### config.mk
export PLATFORM = sky130hd
export DESIGN_NAME = config_chain_loader
export DESIGN_NICKNAME = d
export VERILOG_FILES = /design/src/rtl/config_chain_loader.sv
export SDC_FILE = /design/constraint.sdc
export NUM_CORES = 1
export LEC_CHECK = 0
export CAP_MARGIN = 5
export CELL_PAD_IN_SITES_DETAIL_PLACEMENT = 1
export CELL_PAD_IN_SITES_GLOBAL_PLACEMENT = 2
export CORE_MARGIN = 2
export CORE_UTILIZATION = 25
export DETAILED_ROUTE_END_ITERATION = 10
export PLACE_DENSITY = 0.72
export SLEW_MARGIN = 15
export SYNTH_ARGS = -nofsm -noshare
export SYNTH_HDL_FRONTEND = slang
export SYNTH_SLANG_ARGS = --single-unit
### constraint.sdc
create_clock -name config_clock -period 2 [get_ports config_clock]
set_input_delay 0.4 -clock config_clock [delete_from_list [all_inputs] [get_ports config_clock]]
set_output_delay 0.4 -clock config_clock [all_outputs]
set_load 0.005 [all_outputs]
### src/rtl/config_chain_loader.sv
// rtl/config_chain_loader.sv - serialises host config words MSB-first onto a tile configuration shift chain
// Optional readback of previous chain contents: define CONFIG_CHAIN_LOADER_READBACK_EN.
module config_chain_loader #(
  parameter int WORD_WIDTH   = 8,
  parameter int CHAIN_LENGTH = 24,
  parameter int COUNT_WIDTH  = 16
) (
  input  logic                  config_clock,
  input  logic                  config_nreset,
  input  logic                  start,
  input  logic                  abort,
  input  logic [WORD_WIDTH-1:0] word_data,
  input  logic                  word_valid,
  output logic                  word_ready,
  output logic                  chain_data_out,
  output logic                  chain_enable,
  input  logic                  chain_data_in,
`ifdef CONFIG_CHAIN_LOADER_READBACK_EN
  output logic [WORD_WIDTH-1:0] rb_data,
  output logic                  rb_valid,
`endif
  output logic                  busy,
  output logic                  done
);

  localparam int BW = $clog2(WORD_WIDTH + 1);
  localparam logic [COUNT_WIDTH-1:0] CHAIN_LEN_C = COUNT_WIDTH'(CHAIN_LENGTH);
  localparam logic [COUNT_WIDTH-1:0] WORD_W_C    = COUNT_WIDTH'(WORD_WIDTH);

  typedef enum logic [1:0] {
    IDLE      = 2'd0,
    WAIT_WORD = 2'd1,
    SHIFT     = 2'd2,
    DONE      = 2'd3
  } state_t;

  state_t                  state_q, state_d;
  logic [COUNT_WIDTH-1:0]  count_q, count_d;
  logic [BW-1:0]           bits_q, bits_d;
  logic [WORD_WIDTH-1:0]   shreg_q, shreg_d;
  logic                    enable_q;
  logic                    data_q, data_d;
  logic [COUNT_WIDTH-1:0]  remaining;
  logic                    last_bit;

  assign remaining = CHAIN_LEN_C - count_q;
  assign last_bit  = (bits_q == BW'(1));

  always_comb begin
    state_d = state_q;
    count_d = count_q;
    bits_d  = bits_q;
    shreg_d = shreg_q;
    data_d  = data_q;
    case (state_q)
      IDLE: begin
        if (start && !abort) begin
          state_d = WAIT_WORD;
          count_d = '0;
        end
      end
      WAIT_WORD: begin
        if (abort) begin
          state_d = IDLE;
        end else if (word_valid) begin
          shreg_d = word_data;
          // a final partial word only sends its top bits; the low bits never leave shreg
          bits_d  = (remaining < WORD_W_C) ? BW'(remaining) : BW'(WORD_WIDTH);
          state_d = SHIFT;
        end
      end
      SHIFT: begin
        if (abort) begin
          state_d = IDLE;
        end else begin
          shreg_d = shreg_q << 1;
          count_d = count_q + COUNT_WIDTH'(1);
          bits_d  = bits_q - BW'(1);
          if (last_bit) begin
            state_d = ((count_q + COUNT_WIDTH'(1)) == CHAIN_LEN_C) ? DONE : WAIT_WORD;
          end
        end
      end
      DONE: begin
        state_d = IDLE;
      end
      default: begin
        state_d = IDLE;
      end
    endcase
    // the serial output only moves while the chain is enabled, so it holds between words
    if (state_d == SHIFT) begin
      data_d = shreg_d[WORD_WIDTH-1];
    end
  end

  always_ff @(posedge config_clock or negedge config_nreset) begin
    if (!config_nreset) begin
      state_q  <= IDLE;
      count_q  <= '0;
      bits_q   <= '0;
      shreg_q  <= '0;
      enable_q <= 1'b0;
      data_q   <= 1'b0;
    end else begin
      state_q  <= state_d;
      count_q  <= count_d;
      bits_q   <= bits_d;
      shreg_q  <= shreg_d;
      enable_q <= (state_d == SHIFT);
      data_q   <= data_d;
    end
  end

  assign word_ready     = (state_q == WAIT_WORD) && !abort;
  assign busy           = (state_q == WAIT_WORD) || (state_q == SHIFT);
  assign done           = (state_q == DONE);
  assign chain_enable   = enable_q;
  assign chain_data_out = data_q;

`ifdef CONFIG_CHAIN_LOADER_READBACK_EN
  logic [WORD_WIDTH-1:0] rb_shreg_q;
  logic [WORD_WIDTH-1:0] rb_next;
  logic [WORD_WIDTH-1:0] rb_data_q;
  logic                  rb_valid_q;
  logic [BW-1:0]         word_bits_q;
  logic [BW-1:0]         rb_pad;

  // the chain shifts on the same edge, so chain_data_in is still the old far-end bit
  assign rb_next = (rb_shreg_q << 1) | WORD_WIDTH'(chain_data_in);
  assign rb_pad  = BW'(WORD_WIDTH) - word_bits_q;

  always_ff @(posedge config_clock or negedge config_nreset) begin
    if (!config_nreset) begin
      rb_shreg_q  <= '0;
      rb_data_q   <= '0;
      rb_valid_q  <= 1'b0;
      word_bits_q <= '0;
    end else begin
      rb_valid_q <= 1'b0;
      if (abort && (state_q != IDLE)) begin
        rb_shreg_q <= '0;
        rb_data_q  <= '0;
      end else if ((state_q == WAIT_WORD) && word_valid) begin
        rb_shreg_q  <= '0;
        word_bits_q <= bits_d;
      end else if (state_q == SHIFT) begin
        rb_shreg_q <= rb_next;
        if (last_bit) begin
          rb_valid_q <= 1'b1;
          rb_data_q  <= rb_next << rb_pad;
        end
      end
    end
  end

  assign rb_data  = rb_data_q;
  assign rb_valid = rb_valid_q;
`else
  logic unused_chain_data_in;
  assign unused_chain_data_in = chain_data_in;
`endif

endmodule

# [After elaboration in Yosys (flattened, before gate mapping)]
# Index checks and enable logic that the tools add are counted.
[word_totals] ff_bits=32 output_inout_bits=5 word_cells=49
[classes] add_sub_neg=3 magnitude_cmp=1 n_eq_ne=10 n_mux=19 n_reduce_logical=9
[op_table] cell="two-way mux 16 bit" count=2
[op_table] cell="one-hot mux 16 bit (2 select lines)" count=1
[op_table] cell="two-way mux 8 bit" count=3
[op_table] cell="adder 16 x 1 -> 16 bit (second input constant)" count=1
[op_table] cell="== test 16 x 5 -> 1 bit (second input constant)" count=1
[op_table] cell="less-than comparator 16 x 4 -> 1 bit (second input constant)" count=1
[op_table] cell="two-way mux 4 bit" count=4
[op_table] cell="one-hot mux 8 bit (2 select lines)" count=1
[op_table] cell="subtractor 5 x 16 -> 16 bit (first input constant)" count=1
[op_table] cell="two-way mux 2 bit" count=6
[op_table] cell="inequality test 2 bit (second input constant)" count=4
[op_table] cell="one-hot mux 2 bit (4 select lines)" count=1
[op_table] cell="one-hot mux 4 bit (2 select lines)" count=1
[op_table] cell="== test 2 bit (second input constant)" count=3
[op_table] cell="== test 4 x 1 -> 1 bit (second input constant)" count=1
[op_table] cell="AND reduction 4 bit" count=1
[op_table] cell="nonzero test 2 bit" count=2
[op_table] cell="subtractor 4 x 1 -> 4 bit (second input constant)" count=1
[op_table] cell="AND reduction 3 bit" count=1
[op_table] cell="== test 2 x 1 -> 1 bit (second input constant)" count=1
[op_table] cell="logical AND 1 bit" count=2
[op_table] cell="logical NOT 2 bit" count=1
[op_table] cell="logical NOT 1 bit" count=1
[op_table] cell="logical OR 1 bit" count=1

# [Longest topological paths before layout]
# Gate-level depths: netlist of run 1.
[depth] word_depth=7 ltp_mapped=10 depth_no_buf=8

# [Worst setup path after synthesis of run 1]
# Ideal clock, no wire load.
[synth_path] path_type="register to register" startpoint="reg state_q[0]" endpoint="reg data_q, in the netlist chain_data_out" setup_ps=127 arrival_ps=1903 t_required_ps=1873 setup_slack_ps=-30 path_stages_with_launch=11 n_path_buf=2 synth_period_minus_slack_ps=2030 cell_sequence="dfrtp_1 -> inv_1 -> ha_1 -> buf_2 -> nor2b_1 -> buf_4 -> nand3_1 -> nor2_1 -> a211oi_1 -> and3_1 -> mux2_1"
[synth_between] elab_chain_cells=4
[synth_lines] item="from (decl)" line="37" source="state_t state_q, state_d;"
[synth_lines] item="from (signal assigned)" line="106" source="state_q <= state_d;"
[synth_lines] item="two-way mux 2 bit (on tied branches)" line="79, 65"
[synth_lines] item="two-way mux 2 bit (on tied branches)" line="73, 63"
[synth_lines] item="one-hot mux 2 bit (4 select lines)" line="55" source="case (state_q)"
[synth_lines] item="== test 2 bit" line="92" source="if (state_d == SHIFT) begin"
[synth_lines] item="to (signal assigned)" line="111" source="data_q <= data_d;"
[synth_lines] item="to (decl)" line="42" source="logic data_q, data_d;"
# Several ways; a longest one is shown, not always the timed one.
# A chain may end at the register's enable or synchronous reset.

# [Worst setup path in the final report of run 1]
[layout_path] startpoint="reg state_q[1]" endpoint="out word_ready"
[layout_between] elab_chain_cells=2
[layout_lines] item="== test 2 x 1 -> 1 bit" line="115" source="assign word_ready = (state_q == WAIT_WORD) && !abort;"
[layout_lines] item="logical AND 1 bit" line="115"
[layout_lines] item="to (decl)" line="14" source="output logic word_ready,"
# No other way between the ends.

==> results.toml, run 1 <==
[status]
run_status = "complete, but fails checks"
violations = "setup timing"

[floorplanning]
die_width_microns = 101
fp.dieArea_sq_um = 10200
start_util_pct = 25.6
floorplan.die.height_microns = 101
fp.coreArea_sq_um = 9150
rows = 35
pin_count = 19

[cells_and_area]
layout-drive-gt1-share_pct = 32.7
design.final.nets = 365
most_common_cell_after_layout_fill_and_taps_aside = "buf_4"
fin_area_sq_um = 3300
area_growth_pct = 40.7
antenna-diode-count = 0
filler_cell_count = 1057
final_cell_mix = "buf_4, nand2_1, o21ai_0, dfrtp_1, nor2_1"

[yosys]
seq_area_frac_synth_pct = 34.1
yosys_register_bits = 32
synth.yosys.warnings = 0
cell_area_after_technology_mapping_sq_um = 2350
netlist-cell-type-count = 59
asyncSetResetFlopFracSynth_pct = 100
net_count_after_synthesis = 303
avgSynthCellArea_sq_um = 8.41
gate_count_of_the_mapped_netlist = 279
synth_ff_type = "dfrtp_1"
number_of_flops_mapped_to_enable_cells_by_yosys = 0

[global_routing]
grt_pass1_vias = 2334
antenna_violations_before_repair = 0
grt_use_total_pct = 14.5
overflow_left_after_global_routing = 0
pin_count_of_the_biggest_net_entering_global_routing = 33
wire_length_of_the_first_global_routing_pass_mm = 11.7

[sta]
period_needed_ps = 2030
grt_setup_unrepaired = "yes"
finalClockSkew_ps = 3.40
fmax_mhz = 494
timing_hold_violations_final = 0
setup-tns-final_ps = -29.7
postLayoutSetupSlackWorst_ps = -25.8
max_slew.worst_pin.slew_ps = 447
final_max_slew_viol_count = 0
timing.final.setup_violations = 2
post-route-period-util_pct = 101
worst_slew_margin_rel_pct = 70.2

[routing]
routed_wl_mm = 7.06
detail_route.vias_per_cell = 5.05
vias = 2288
detailedRoute.firstPassIterationCount = 4
detailedRoute.firstIterationViolations = 94
drt.antenna.violating_nets = 0
wire_per_inst_microns = 15.6
drc = 0

[worst_setup_path]
arr_time_crit_path_ps = 1630
worst_setup_path_end_kind = "output port"
critical_path_peak_fanout = 4
timing.critical_path.required_ps = 1600
path_class = "reg2out"
timing.critical_path.from_type = "register"

[cts]
ctsHoldBuffers = 0
ctsHtreeMaxLevel = 2
numClockSinks = 32
clk_pin_slew_worst_paths_ps = 80
cts_tree = "built"
tritoncts.num_buffers = 5
clock-root-buffer = "clkbuf_8"
max-clock-path-buffers = 2
clock_latency_ps = 290

[pwr]
seq_power_share_pct = 28.7
power_frac_clock_pct = 20.8
internal_pwr_total_w = 0.00193
vdd_ir_drop_max_mv = 0.301
p_comb_share_pct = 50.5
power_per_cell_area_nw_per_um2 = 946
netSwitchingFraction_pct = 38.3
switchingPower_w = 0.00120
power_leakage_nw = 1.43

[placed_design]
final_weighted_congestion_in_routability_driven_placement = 0.789
postPlaceCellArea_sq_um = 2930
hpwlAfterDp_mm = 4.93
place.port_buffers = 17

[job]
maxCapViolCount = 0

[hold_path]
path_type_of_the_worst_min_delay_path = "reg2reg"
==> what timing repair did <==
action | CTS | global route
endpoints found under the hold margin | 0 | 0
resized for setup | 11 | 30
setup buffers | 2 | 9
setup endpoints to repair | 9 | 11
cloned | 0 | 0
pin swaps | 1 | 10
==> Yosys cell counts, drive strengths merged, types with 2 or more instances <==
| master | instances | area (sq um) |
|---|---|---|
| xor2 | 3 | 26.3 |
| nand4 | 5 | 37.5 |
| o31ai | 6 | 45.0 |
| a32oi | 2 | 17.5 |
| nor3b | 2 | 15.0 |
| clkbuf | 6 | 22.5 |
| mux2 | 2 | 22.5 |
| nand3 | 14 | 70.1 |
| a22oi | 8 | 60.1 |
| a31oi | 3 | 18.8 |
| inv | 14 | 52.6 |
| ha | 10 | 125 |
| a21oi | 8 | 47.6 |
| a221oi | 3 | 38.8 |
| a21boi | 2 | 15.0 |
| nor4 | 4 | 46.3 |
| xnor2 | 3 | 26.3 |
| mux2i | 5 | 50.1 |
| a2111oi | 2 | 42.5 |
| and2 | 4 | 25.0 |
| a22o | 2 | 17.5 |
| buf | 14 | 90.1 |
| o21ai | 38 | 190 |
| dfrtp | 32 | 801 |
| or3 | 2 | 12.5 |
| and3 | 3 | 18.8 |
| nor2b | 3 | 18.8 |
| or2 | 3 | 18.8 |
| nand2 | 40 | 165 |
| nor3 | 4 | 20.0 |
| nor2 | 18 | 67.6 |
==> worst paths after layout <==
check	depth (start not counted)	endpoint	start	slack [ps]
setup reg to reg	8	bits_q[0]$_DFFE_PN0P_	count_q[0]$_DFFE_PN0P_	0
min in group asynchronous	2	count_q[6]$_DFFE_PN0P_	config_nreset	520
hold reg to reg	2	shreg_q[5]$_DFFE_PN0P_	shreg_q[5]$_DFFE_PN0P_	490
max in group asynchronous	2	count_q[0]$_DFFE_PN0P_	config_nreset	1140
setup / recovery	4	word_ready	state_q[1]$_DFF_PN0_	-30
hold / removal	2	shreg_q[5]$_DFFE_PN0P_	shreg_q[5]$_DFFE_PN0P_	490
==> critical path, stage by stage, from the launching register on <==
cell and delay [ps]:
dfrtp_1 420, inv_2 100, ha_4 150, nor2b_4 160, clkdlybuf4s50_1 510
==> metal layers <==
metal / vias to the layer above / share of wire, % / global-route usage, %
met1: 1138 / 48 / 19.3
met2: 17 / 49 / 23.7
met5: - / 0 / 0
met3: 9 / 1.7 / 2.77
met4: 0 / 1.7 / 4.64
li1: 1124 / - / -
==> layout make-up <==
| class | instances | area, sq um | area share (%) |
|---|---|---|---|
| clock buffers | 5 | 68.8 | 2.08 |
| clock inverters | 3 | 42.5 | 1.29 |
| inverters | 14 | 52.6 | 1.59 |
| multi-input cells | 213 | 1550 | 47.0 |
| flip-flops and latches | 32 | 805 | 24.4 |
| well taps | 111 | 139 | 4.21 |
| repair buffers | 75 | 643 | 19.5 |
==> flip-flops by register name (all words and copies together), names as in the netlist <==
name	flops
shreg_q	8
count_q	16
state_q	2
bits_q	4
chain_data_out	1
chain_enable	1
==> stage by stage <==
stage	instances	util, %	setup slack (ps)	power, W	hold slack, ps
finish	453	36.1	-25.8	0.00312	490
global route	453	36.1	-129	0.00337	517
CTS	444	33.8	-90.0	0.00296	494
detailed placement	434	32.0	-234	0.00224	476
global placement	434	32.0	-187	0.00221	464
floorplan	279	-	13.1	0.00165	104
==> power groups by stage <==
stage / clock (W) / sequential (W) / combinational [W]
final: 0.000649 / 0.000897 / 0.00158
after global routing: 0.000694 / 0.000915 / 0.00176
after CTS: 0.000673 / 0.000893 / 0.00139
after detailed placement: 0 / 0.000901 / 0.00134
after global placement: 0 / 0.000894 / 0.00131
after floorplan: 0 / 0.000868 / 0.000781
==> cells by family after synthesis <==
kind of cell | Yosys count | synth area share, %
buffers and inverters | 34 | 7.04
AND/OR/NAND/NOR | 108 | 24.1
multiplexers | 7 | 3.09
XOR/XNOR | 6 | 2.24
adder cells (fa/ha/maj) | 10 | 5.33
flip-flops | 32 | 34.1
AO/OA/AOI/OAI | 82 | 24.1
(Power assumes the default switching activity.)
==> inputs of run 2 (changes only) <==
--- a/config.mk
+++ b/config.mk
@@ -8,7 +8,7 @@
 export CAP_MARGIN = 5
 export CELL_PAD_IN_SITES_DETAIL_PLACEMENT = 1
 export CELL_PAD_IN_SITES_GLOBAL_PLACEMENT = 2
-export CORE_MARGIN = 2
+export CORE_MARGIN = 1.5
 export CORE_UTILIZATION = 25
 export DETAILED_ROUTE_END_ITERATION = 10
 export PLACE_DENSITY = 0.72
==> run 2 against run 1 <==
The run now ends clean. Routed wire length up 2.6%. Non-clock buffer count shrank 1. Clock power fell by 16%. Cell count down 0.22%. Sequential share of layout area is 0.67 points higher. Sequential cell count is the same. Combinational power shrank 4%. Power decreased by 5.4%. Count of clock-buffer cells in the layout is the same. Design area decreased by 2.4%.
==> results.toml, run 2 (synthesis results as in run 1) <==
[global_routing]
grt_pass1_vias = 2398
wire_length_of_the_first_global_routing_pass_mm = 12.1
grt_use_total_pct = 15.3
overflow_left_after_global_routing = 0
pin_count_of_the_biggest_net_entering_global_routing = 33
antenna_violations_before_repair = 0

[worst_setup_path]
crit_path_cell_trace = "buf_4, nand3_1, nor2_1, mux2_2, o31ai_2, buf_4, a31oi_1, a21oi_1"
arr_time_crit_path_ps = 2210
cp_common_cell = "buf_4"
crit_family = "flip-flops"
timing.critical_path.required_ps = 2220
critical_path_peak_fanout = 4
timing.critical_path.from_type = "register"
cp_slowest_stage_delay_ps = 420
worst_setup_path_end_kind = "register"
path_buf_inv = 2
path_class = "reg2reg"
critPathSlowestCell = "dfrtp_2"

[routing]
wire_per_inst_microns = 16.0
detailedRoute.firstIterationViolations = 126
drc = 0
vias = 2316
detailedRoute.firstPassIterationCount = 4
detail_route.vias_per_cell = 5.12
drt.antenna.violating_nets = 0
routed_wl_mm = 7.24

[job]
maxCapViolCount = 0

[cells_and_area]
layout-drive-gt1-share_pct = 31.1
largest_register_ffs = 16
filler_cell_count = 1062
multi_input_comb_area_sq_um = 1510
final_cell_mix = "buf_4, nand2_1, o21ai_0, dfrtp_1, nor2_1"
largest_registers = "count_q: 16 flops, shreg_q: 8 flops, bits_q: 4 flops"
design.final.nets = 364
area_growth_pct = 37.4
antenna-diode-count = 0
fin_area_sq_um = 3220
most_common_cell_after_layout_fill_and_taps_aside = "buf_4"
ff_latch_area_sq_um = 807
registers.top_by_ff_count = "count_q"

[cts]
ctsHtreeMaxLevel = 2
clock_latency_ps = 290
max-clock-path-buffers = 2
numClockSinks = 32
clock-root-buffer = "clkbuf_8"
clk_pin_slew_worst_paths_ps = 80
cts_tree = "built"
ctsHoldBuffers = 0
tritoncts.num_buffers = 5

[placed_design]
place.port_buffers = 17
hpwlAfterDp_mm = 5.14
final_weighted_congestion_in_routability_driven_placement = 0.772
postPlaceCellArea_sq_um = 2950
pre_cts_worst_setup_slack_ps = -225

[hold_path]
path_type_of_the_worst_min_delay_path = "reg2reg"

[sta]
period_needed_ps = 1990
worst_slew_margin_rel_pct = 69.9
max_slew.worst_pin.slew_ps = 452
finalClockSkew_ps = 6.16
grt_setup_unrepaired = "yes"
postLayoutSetupSlackWorst_ps = 7.36
final_max_slew_viol_count = 0
post-route-period-util_pct = 99.6
fmax_mhz = 502
timing_hold_violations_final = 0
timing.final.setup_violations = 0

[pwr]
power_per_cell_area_nw_per_um2 = 917
vdd_ir_drop_max_mv = 0.338
post-layout-total-power_w = 0.00295
power_leakage_nw = 1.42

[floorplanning]
fp.dieArea_sq_um = 9970
rows = 35
fp.coreArea_sq_um = 9150
die_width_microns = 99.9
pin_count = 19
start_util_pct = 25.6
floorplan.die.height_microns = 99.9

[status]
run_status = "completed"
-- run 2: repair_timing --
item,4_1_cts,5_1_grt
setup buffers,1,5
pin swaps,1,13
gates resized for setup,12,23
endpoints found under the setup margin,8,12
hold endpoints to repair,0,0
gates cloned,0,0
-- run 2: path summary, 6_finish.rpt --
kind                                              from                endpoint  slack, ps  depth (start not counted)
worst max-delay path            count_q[1]$_DFFE_PN0P_    state_q[1]$_DFF_PN0_          7                          8
worst min-delay path            shreg_q[2]$_DFFE_PN0P_  shreg_q[2]$_DFFE_PN0P_        500                          2
worst max register to register  count_q[1]$_DFFE_PN0P_    state_q[1]$_DFF_PN0_          7                          8
worst min register to register  shreg_q[2]$_DFFE_PN0P_  shreg_q[2]$_DFFE_PN0P_        500                          2
max in group asynchronous                config_nreset  count_q[2]$_DFFE_PN0P_       1140                          2
min in group asynchronous                config_nreset  count_q[5]$_DFFE_PN0P_        520                          2
-- run 2: through the flow --
| stage | cells | setup TNS, ps | util, % | hold WS [ps] |
|---|---|---|---|---|
| after global routing | 452 | -712 | 35.2 | 528 |
| after floorplan | 279 | 0 | - | 104 |
| final | 452 | 0 | 35.2 | 498 |
| after global placement | 438 | -553 | 32.2 | 463 |
| after detailed placement | 438 | -1220 | 32.2 | 478 |
| after CTS | 447 | -71.2 | 33.6 | 498 |
-- run 2: layer usage --
| metal | global-route usage, % | wire length (microns) | vias up |
|---|---|---|---|
| met2 | 26.5 | 3630 | 18 |
| li1 | - | - | 1120 |
| met1 | 19.9 | 3380 | 1171 |
| met3 | 2.44 | 134 | 7 |
| met4 | 3.90 | 91 | 0 |
| met5 | 0 | 0 | - |
-- run 2: power breakdown --
group | switching (W) | total, W | internal (W)
registers | 0.000112 | 0.000885 | 0.000773
clock network | 0.000298 | 0.000545 | 0.000247
logic | 0.000785 | 0.00152 | 0.000739
total | 0.00120 | 0.00295 | 0.00176
-- run 2: tightest hold or removal path, delay by kind of cell (launching register included) --
kind | cells | cell delay (ps)
AND/OR/NAND/NOR | 1 | 50
AO/OA/AOI/OAI | 1 | 70
flip-flops | 1 | 350
-- run 2: final cells by class --
cell class / instances / area share [%]
inverter: 14 / 1.63
timing repair buffer: 74 / 19.4
tap: 111 / 4.31
multi-input combinational: 213 / 46.7
clock buffer: 5 / 2.14
clock inverter: 3 / 0.738
sequential: 32 / 25.0
